## config.mk

```make
export PLATFORM = sky130hd
export DESIGN_NAME = ahb_lite_single_master
export DESIGN_NICKNAME = d
export VERILOG_FILES = /design/src/rtl/ahb_master_pkg.sv /design/src/rtl/ahb_wait_timer.sv /design/src/rtl/ahb_lite_single_master.sv
export SDC_FILE = /design/constraint.sdc
export NUM_CORES = 1
export LEC_CHECK = 0
export CAP_MARGIN = 20
export CORE_MARGIN = 1.5
export CORE_UTILIZATION = 37
export DETAILED_ROUTE_END_ITERATION = 16
export GPL_TIMING_DRIVEN = 0
export PLACE_DENSITY = 0.66
export SYNTH_ARGS = -nofsm -noshare
export SYNTH_HDL_FRONTEND = slang
export SYNTH_HIERARCHICAL = 1
export SYNTH_SLANG_ARGS = --single-unit
export TNS_END_PERCENT = 100
```

## constraint.sdc

```tcl
create_clock -name hclk -period 2.3 [get_ports hclk]
set_input_delay 0.46 -clock hclk [delete_from_list [all_inputs] [get_ports hclk]]
set_output_delay 0.46 -clock hclk [all_outputs]
set_load 0.1 [all_outputs]
```

## src/rtl/ahb_master_pkg.sv

```systemverilog
// Shared AHB-Lite encodings and FSM state type for the single-master initiator.
package ahb_master_pkg;

  localparam logic [1:0] HTRANS_IDLE   = 2'b00;
  localparam logic [1:0] HTRANS_BUSY   = 2'b01;
  localparam logic [1:0] HTRANS_NONSEQ = 2'b10;
  localparam logic [1:0] HTRANS_SEQ    = 2'b11;

  localparam logic [1:0] HRESP_OKAY  = 2'b00;
  localparam logic [1:0] HRESP_ERROR = 2'b01;
  localparam logic [1:0] HRESP_RETRY = 2'b10;
  localparam logic [1:0] HRESP_SPLIT = 2'b11;

  localparam logic [2:0] HSIZE_BYTE = 3'b000;
  localparam logic [2:0] HSIZE_HALF = 3'b001;
  localparam logic [2:0] HSIZE_WORD = 3'b010;

  localparam logic [2:0] HBURST_SINGLE = 3'b000;

  typedef enum logic [1:0] {
    ST_IDLE = 2'd0,
    ST_ADDR = 2'd1,
    ST_DATA = 2'd2,
    ST_LERR = 2'd3
  } state_t;

  // Size must fit the 32-bit bus and the address must be naturally aligned.
  function automatic logic cmd_is_legal(input logic [2:0] size, input logic [1:0] addr_lo);
    logic ok;
    case (size)
      HSIZE_BYTE: ok = 1'b1;
      HSIZE_HALF: ok = ~addr_lo[0];
      HSIZE_WORD: ok = (addr_lo == 2'b00);
      default:    ok = 1'b0;
    endcase
    return ok;
  endfunction

endpackage

```

## src/rtl/ahb_wait_timer.sv

```systemverilog
// Saturating data-phase wait counter with a sticky threshold flag.
module ahb_wait_timer #(
  parameter int unsigned THRESHOLD = 16
) (
  input  logic clk,
  input  logic reset,
  input  logic clear,
  input  logic enable,
  output logic timeout_flag
);

  localparam int unsigned CNT_W = 8;

  logic [CNT_W-1:0] count;
  logic [CNT_W-1:0] count_inc;

  assign count_inc = (count == {CNT_W{1'b1}}) ? count : count + CNT_W'(1);

  always_ff @(posedge clk) begin
    if (reset) begin
      count        <= '0;
      timeout_flag <= 1'b0;
    end else if (clear) begin
      count        <= '0;
      timeout_flag <= 1'b0;
    end else if (enable) begin
      count <= count_inc;
      if (count_inc >= CNT_W'(THRESHOLD)) timeout_flag <= 1'b1;
    end
  end

endmodule

```

## src/rtl/ahb_lite_single_master.sv

```systemverilog
// Command/response to single NONSEQ AHB-Lite transfer initiator.
module ahb_lite_single_master
  import ahb_master_pkg::*;
#(
  parameter int unsigned ADDR_W  = 32,
  parameter int unsigned DATA_W  = 32,
  parameter int unsigned TIMEOUT = 16
) (
  input  logic              hclk,
  input  logic              hreset,
  input  logic              cmd_valid,
  output logic              cmd_ready,
  input  logic              cmd_write,
  input  logic [ADDR_W-1:0] cmd_addr,
  input  logic [2:0]        cmd_size,
  input  logic [DATA_W-1:0] cmd_wdata,
  output logic              rsp_valid,
  output logic [DATA_W-1:0] rsp_rdata,
  output logic              rsp_error,
  output logic              timeout_flag,
  output logic [ADDR_W-1:0] haddr,
  output logic [1:0]        htrans,
  output logic              hwrite,
  output logic [2:0]        hsize,
  output logic [2:0]        hburst,
  output logic [DATA_W-1:0] hwdata,
  input  logic [DATA_W-1:0] hrdata,
  input  logic              hready,
  input  logic [1:0]        hresp
);

  state_t            state;
  logic [DATA_W-1:0] wdata_q;
  logic              accept;
  logic              wait_en;

  assign cmd_ready = (state == ST_IDLE);
  assign accept    = cmd_valid & cmd_ready;
  assign wait_en   = (state == ST_DATA) & ~hready;
  assign hburst    = HBURST_SINGLE;

  always_ff @(posedge hclk) begin
    if (hreset) begin
      state     <= ST_IDLE;
      htrans    <= HTRANS_IDLE;
      haddr     <= '0;
      hwrite    <= 1'b0;
      hsize     <= '0;
      hwdata    <= '0;
      wdata_q   <= '0;
      rsp_valid <= 1'b0;
      rsp_rdata <= '0;
      rsp_error <= 1'b0;
    end else begin
      rsp_valid <= 1'b0;
      case (state)
        ST_IDLE: begin
          if (cmd_valid) begin
            if (cmd_is_legal(cmd_size, cmd_addr[1:0])) begin
              state   <= ST_ADDR;
              htrans  <= HTRANS_NONSEQ;
              haddr   <= cmd_addr;
              hwrite  <= cmd_write;
              hsize   <= cmd_size;
              wdata_q <= cmd_wdata;
            end else begin
              // Local reject answers immediately and never touches the bus.
              state     <= ST_LERR;
              rsp_valid <= 1'b1;
              rsp_error <= 1'b1;
              rsp_rdata <= '0;
            end
          end
        end
        ST_LERR: state <= ST_IDLE;
        ST_ADDR: begin
          if (hready) begin
            state  <= ST_DATA;
            htrans <= HTRANS_IDLE;
            hwdata <= wdata_q;
          end
        end
        ST_DATA: begin
          if (hready) begin
            state     <= ST_IDLE;
            rsp_valid <= 1'b1;
            // Any non-OKAY response, including RETRY/SPLIT, ends as an error.
            if (hresp != HRESP_OKAY) begin
              rsp_error <= 1'b1;
              rsp_rdata <= '0;
            end else begin
              rsp_error <= 1'b0;
              rsp_rdata <= hwrite ? '0 : hrdata;
            end
          end
        end
        default: state <= ST_IDLE;
      endcase
    end
  end

  ahb_wait_timer #(
    .THRESHOLD(TIMEOUT)
  ) u_wait_timer (
    .clk          (hclk),
    .reset        (hreset),
    .clear        (accept),
    .enable       (wait_en),
    .timeout_flag (timeout_flag)
  );

endmodule

```

==> results of run 1 <==
routing by layer:
layer / wire length (um) / up-vias / global-route usage
li1: - / 2971 / -
met1: 8800 / 2729 / 0.283
met2: 8630 / 168 / 0.308
met3: 1180 / 23 / 0.0533
met4: 404 / 0 / 0.0807
met5: 0 / - / 0
flip-flops by register name, summed over array words and instances (netlist names), 2 cells and up:
| register | count |
|---|---|
| haddr | 32 |
| hwdata | 32 |
| rsp_rdata | 32 |
| wdata_q | 32 |
| u_wait_timer/count | 8 |
| hsize | 3 |
| state | 2 |
worst register-to-register path, cell delays in order, from the launching register on:
cell	delay, ns
dfxtp_1	0.30
buf_2	0.16
or4b_1	0.51
a21oi_1	0.12
buf_4	0.18
buf_8	0.18
buf_12	0.16
mux2i_1	0.20
where the power goes:
group	total (W)	internal (W)	switching, W
Combinational	0.000966	0.000354	0.000612
Sequential	0.00262	0.00259	0.0000331
Clock	0.00297	0.00178	0.00119
Total	0.00655	0.00472	0.00184
cells by family (layout without fill, tap and decap cells):
group | Yosys count | after routing | share of synthesized area
AND/OR/NAND/NOR | 308 | 308 | 0.279
multiplexers | 69 | 69 | 0.104
flip-flops | 146 | 146 | 0.439
XOR/XNOR | 1 | 1 | 0.00131
other | 1 | 4 | 0.000563
AO/OA/AOI/OAI | 126 | 126 | 0.123
buffers and inverters | 72 | 314 | 0.0511
adder cells (fa/ha/maj) | 1 | 1 | 0.00188
through the flow:
stage,instance area [um2],util
floorplan,6680,-
global placement,9060,0.520
detailed placement,9060,0.520
CTS,9560,0.549
global route,9560,0.549
finish,9560,0.549
layout by cell type, fill, tap and decap left out, types with 32 or more instances in the layout:
cell and n:
a21oi_1 39, a41oi_1 32, and3b_1 33, clkbuf_1 51
clkdlybuf4s50_1 105, dfxtp_1 146, dlygate4sd2_1 104, mux2i_1 69
nand2_1 72, nand2b_1 137, nand3b_1 33, o21ai_0 36
worst paths after layout:
| kind | from | to |
|---|---|---|
| max | rsp_rdata[23] | rsp_rdata[23] |
| min | wdata_q[24] | hwdata[24] |
| max reg2reg | state[1] | haddr[17] |
| min reg2reg | wdata_q[24] | hwdata[24] |
final cells by class:
type	count	area, um2	share of cell area
well taps	225	282	0.0294
multi-input cells	509	3420	0.357
flip-flops and latches	146	2920	0.306
repair buffers	210	1970	0.206
plain buffers	69	332	0.0347
clock inverters	14	191	0.0200
clock buffers	18	439	0.0459
inverters	3	11.3	0.00118
timing repair:
item | in CTS | in global routing
resized for setup | 109 | 3
hold endpoints to repair | 0 | 0
buffers inserted | 0 | 0
setup endpoints to repair | 106 | 31
gates cloned | 0 | 0
==> run metrics, run 1 <==
status=completed; CP max stage delay=approximately 0.9 ns; Hold-fix buffers, CTS=0; RSZ-0062 raised after global routing=false; fin crit share=0.930; Slowest-stage cell, CP=dlygate4sd2_1; Req. time, crit path=around 1.8 ns; Synth top area share=0.439; pre-CTS setup slack=-0.444 ns; Skew-Pair Late Insertion Delay=around 0.42 ns; worst vdd ir=just over 0.0005 V; Post-synth top flop=dfxtp_1; final total negative setup slack=0 ns; total power=roughly 0.0066 W; skew final=a little under 0.008 ns; Root Buffer=clkbuf_16; final non-filler cell total=between 1000 and 1500; Iter 0 DRT Violations=214; DR vias/cell=4.93; initial core utilization=0.383; buffers and inverters on the worst path=1; H-tree depth=4; Antenna diodes=0; Worst Reg-to-Reg Cells=7; hold path depth=2; max-cap viol count=0; Mapped Area=around 6700 um2; die width=137 um; f_max=roughly 0.47 GHz; Min Clock Period, post-route=roughly 2.1 ns; initial antenna violation count=0; clk sinks=roughly 150; delay-heaviest family, CP=buffers and inverters; critical path, cell by cell=dlygate4sd2_1; leading area contributor after synthesis=dfxtp_1; WHS=0.450 ns; Synth Instances=roughly 720; Core Region=about 17000 um2; 1st-pass router iterations=4; kind of critical path=register to primary output; number of buffers created by CTS=17; synth warn=6; Mean Syn Cell Area=9.20 um2; Final #Nets=1063; PortBufs=210; critical path endpoint category=primary output; io pins=roughly 220; register bit total from synthesis=roughly 150; # rows=48; Cell variety after synth=44; Congestion Overflow GR=0; Final Hold Viols=0; number of flops mapped to enable cells by yosys=0; area grow syn2layout=43.5%; vias in the first global route=approximately 5500; Clk pin slew, worst setup/hold paths=~0.060 ns; Post-synth top cells=dfxtp_1, nand2b_1, nand2_1; Placer Congestion=roughly 0.80; WP depth=1; vias post-DR=about 6000; CTS tree=built; Final Max Slew Viols=0; CP Max Fanout=3; chip height=roughly 140 um; first-pass GRT wire length=about 30 mm; post-route ant nets=0; sequential fraction of the synthesis area=0.439; Least-Margin Pin Slew=approximately 1.0 ns; largest net degree at the start of global routing=17; dpl hpwl=~14 mm; DR WL/cell=approximately 16 um; DRC=0; Total Routing Usage GR=0.206; final WL=~19 mm; ranking of synthesized cells by area=dfxtp_1, nand2b_1, mux2i_1; fillers=about 1700; final setup fails=0; worst setup margin=~0.16 ns; layout cell share with drive strength beyond 1=0.0599; Worst Setup Start Kind=register; Cell Pwr Density=slightly below 700 nW/um2; die area=about 19000 um2; Async S/R FF share, synth=0; reg2reg setup slack=just over 0.4 ns; slew margin rel.=0.310; Post-Place Cells=roughly 1200; clk buf depth=2; most frequent cell after synthesis=dfxtp_1; leak pwr=~3.9 nW; WP data arrival=between 1.5 and 2 ns; worst hold path type=register to register
Note: power is estimated with default switching activity, not from simulation.
==> run 2: changes to the inputs <==
--- a/config.mk
+++ b/config.mk
@@ -12,3 +12,3 @@
 export GPL_TIMING_DRIVEN = 0
-export PLACE_DENSITY = 0.66
+export PLACE_DENSITY_LB_ADDON = 0.3
 export SYNTH_ARGS = -nofsm -noshare
==> constraint.sdc (replaced) <==
create_clock -name hclk -period 2.3 [get_ports hclk]
set_input_delay 0.69 -clock hclk [delete_from_list [all_inputs] [get_ports hclk]]
set_output_delay 0.69 -clock hclk [all_outputs]
set_load 0.1 [all_outputs]
==> run 2 against run 1 <==
Hold slack worse by 0.0017 ns. Sequential share of layout area about the same. Register-to-register slack got worse by 0.02 ns. Critical path depth stayed put. Count of clock-buffer cells in the layout increased by 1. Fmax shrank 5.4%. Utilization about the same. Highest routed layer unchanged.
==> run metrics, run 2 (same netlist as run 1, synthesis figures left out) <==
status=completed; die area=18800 um2; Root Buffer=clkbuf_16; final non-filler cell total=between 1000 and 1500; dpl hpwl=about 13 mm; leak pwr=roughly 3.5 nW; Slowest-stage cell, CP=clkdlybuf4s15_1; final WL=about 19 mm; buffers and inverters on the worst path=1; number of buffers created by CTS=17; WP data arrival=1.57 ns; critical path endpoint category=primary output; worst vdd ir=between 0.0004 and 0.0005 V; io pins=about 220; Core Region=~17000 um2; Hold-fix buffers, CTS=0; Worst Setup Start Kind=register; Req. time, crit path=1.61 ns; Final Max Slew Viols=0; fin crit share=0.983; CTS tree=built; reg2reg setup slack=approximately 0.39 ns; 1st-pass router iterations=5; slew margin rel.=0.342; DR vias/cell=between 4 and 5; Final #Nets=around 1100; Least-Margin Pin Slew=~0.99 ns; Final Hold Viols=0; hold path depth=2; Post-Place Cells=1162; commonest cells after routing, fill and taps aside=dfxtp_1, nand2b_1, clkdlybuf4s50_1; Antenna diodes=0; CP Max Fanout=1; WP depth=1; DR WL/cell=approximately 16 um; H-tree depth=4; first-pass GRT wire length=29.8 mm; max-cap viol count=0; Total Routing Usage GR=0.204; Placer Congestion=a little over 0.8; CP max stage delay=~0.84 ns; vias in the first global route=about 5800; commonest non-fill, non-tap cell in the layout=dfxtp_1; clk sinks=146; fillers=1623; layout cell share with drive strength beyond 1=0.164; initial core utilization=0.383; kind of critical path=register to primary output; Min Clock Period, post-route=approximately 2.3 ns; die width=~140 um; skew final=slightly below 0.01 ns; Congestion Overflow GR=0; Clk pin slew, worst setup/hold paths=around 0.060 ns; f_max=approximately 0.44 GHz; area grow syn2layout=43.6%; worst setup margin=roughly 0.04 ns; critical path, cell by cell=clkdlybuf4s15_1; delay-heaviest family, CP=buffers and inverters; RSZ-0062 raised after global routing=false; post-route ant nets=0; vias post-DR=5880; largest net degree at the start of global routing=17; post-layout util=0.549; Worst Reg-to-Reg Cells=7; PortBufs=between 200 and 250; Skew-Pair Late Insertion Delay=between 0.4 and 0.5 ns; # rows=48; Cell Pwr Density=between 600 and 700 nW/um2; chip height=approximately 140 um; worst hold path type=register to register; Iter 0 DRT Violations=approximately 210; initial antenna violation count=0; DRC=0; pre-CTS setup slack=-0.670 ns; final setup fails=0; clk buf depth=2
## run 2: changes by cell type in the layout (fill, tap and decap cells not counted), moves of 2 or more
cell | previous run | this run
clkbuf_1 | 51 | 46
clkdlybuf4s15_2 | 0 | 60
buf_4 | 10 | 12
dlygate4sd2_1 | 104 | 0
clkbuf_2 | 2 | 42
clkinv_2 | 0 | 3
inv_8 | 3 | 0
clkdlybuf4s15_1 | 0 | 9
inv_6 | 4 | 2
## run 2: per-stage QoR
stage | hold WS [ns] | total power (W) | area, um2 | setup TNS (ns)
finish | 0.448 | 0.00636 | 9570 | 0
global route | 0.464 | 0.00656 | 9570 | 0
CTS | 0.452 | 0.00641 | 9720 | 0
detailed placement | 0.444 | 0.00367 | 9060 | -51.50
global placement | 0.442 | 0.00367 | 9060 | -48.47
floorplan | 0.432 | 0.00329 | 6680 | 0
## run 2: what timing repair did
item	4_1_cts	5_1_grt
gates resized for setup	273	49
endpoints found under the setup margin	139	72
setup buffers	0	1
hold endpoints to repair	0	0
pin swaps	0	1
## run 2: cell type report
| class | instances | area [um2] | share of cell area |
|---|---|---|---|
| flip-flops and latches | 146 | 2920 | 0.306 |
| well taps | 225 | 282 | 0.0294 |
| plain buffers | 69 | 338 | 0.0353 |
| clock inverters | 12 | 133 | 0.0139 |
| multi-input cells | 509 | 3420 | 0.358 |
| clock buffers | 19 | 453 | 0.0473 |
| repair buffers | 211 | 2010 | 0.210 |
| inverters | 3 | 11.3 | 0.00118 |
## run 2: path summary, 6_finish.rpt
kind | from | to
max reg2reg | state[1] | haddr[14]
min | wdata_q[27] | hwdata[27]
min reg2reg | wdata_q[27] | hwdata[27]
max | rsp_valid | rsp_valid
## run 2: per-layer routing
layer	wire [um]	vias to the layer above	track usage
li1	-	2966	-
met1	8730	2698	0.267
met2	8560	178	0.314
met3	1140	38	0.0504
met4	582	0	0.0947
met5	0	-	0
## run 2: power breakdown
group          switching [W]  internal [W]  leakage (nW)
clock                0.00111       0.00165         0.282
sequential         0.0000347       0.00259          1.18
combinational       0.000616      0.000366          2.06
total                0.00176       0.00461          3.52
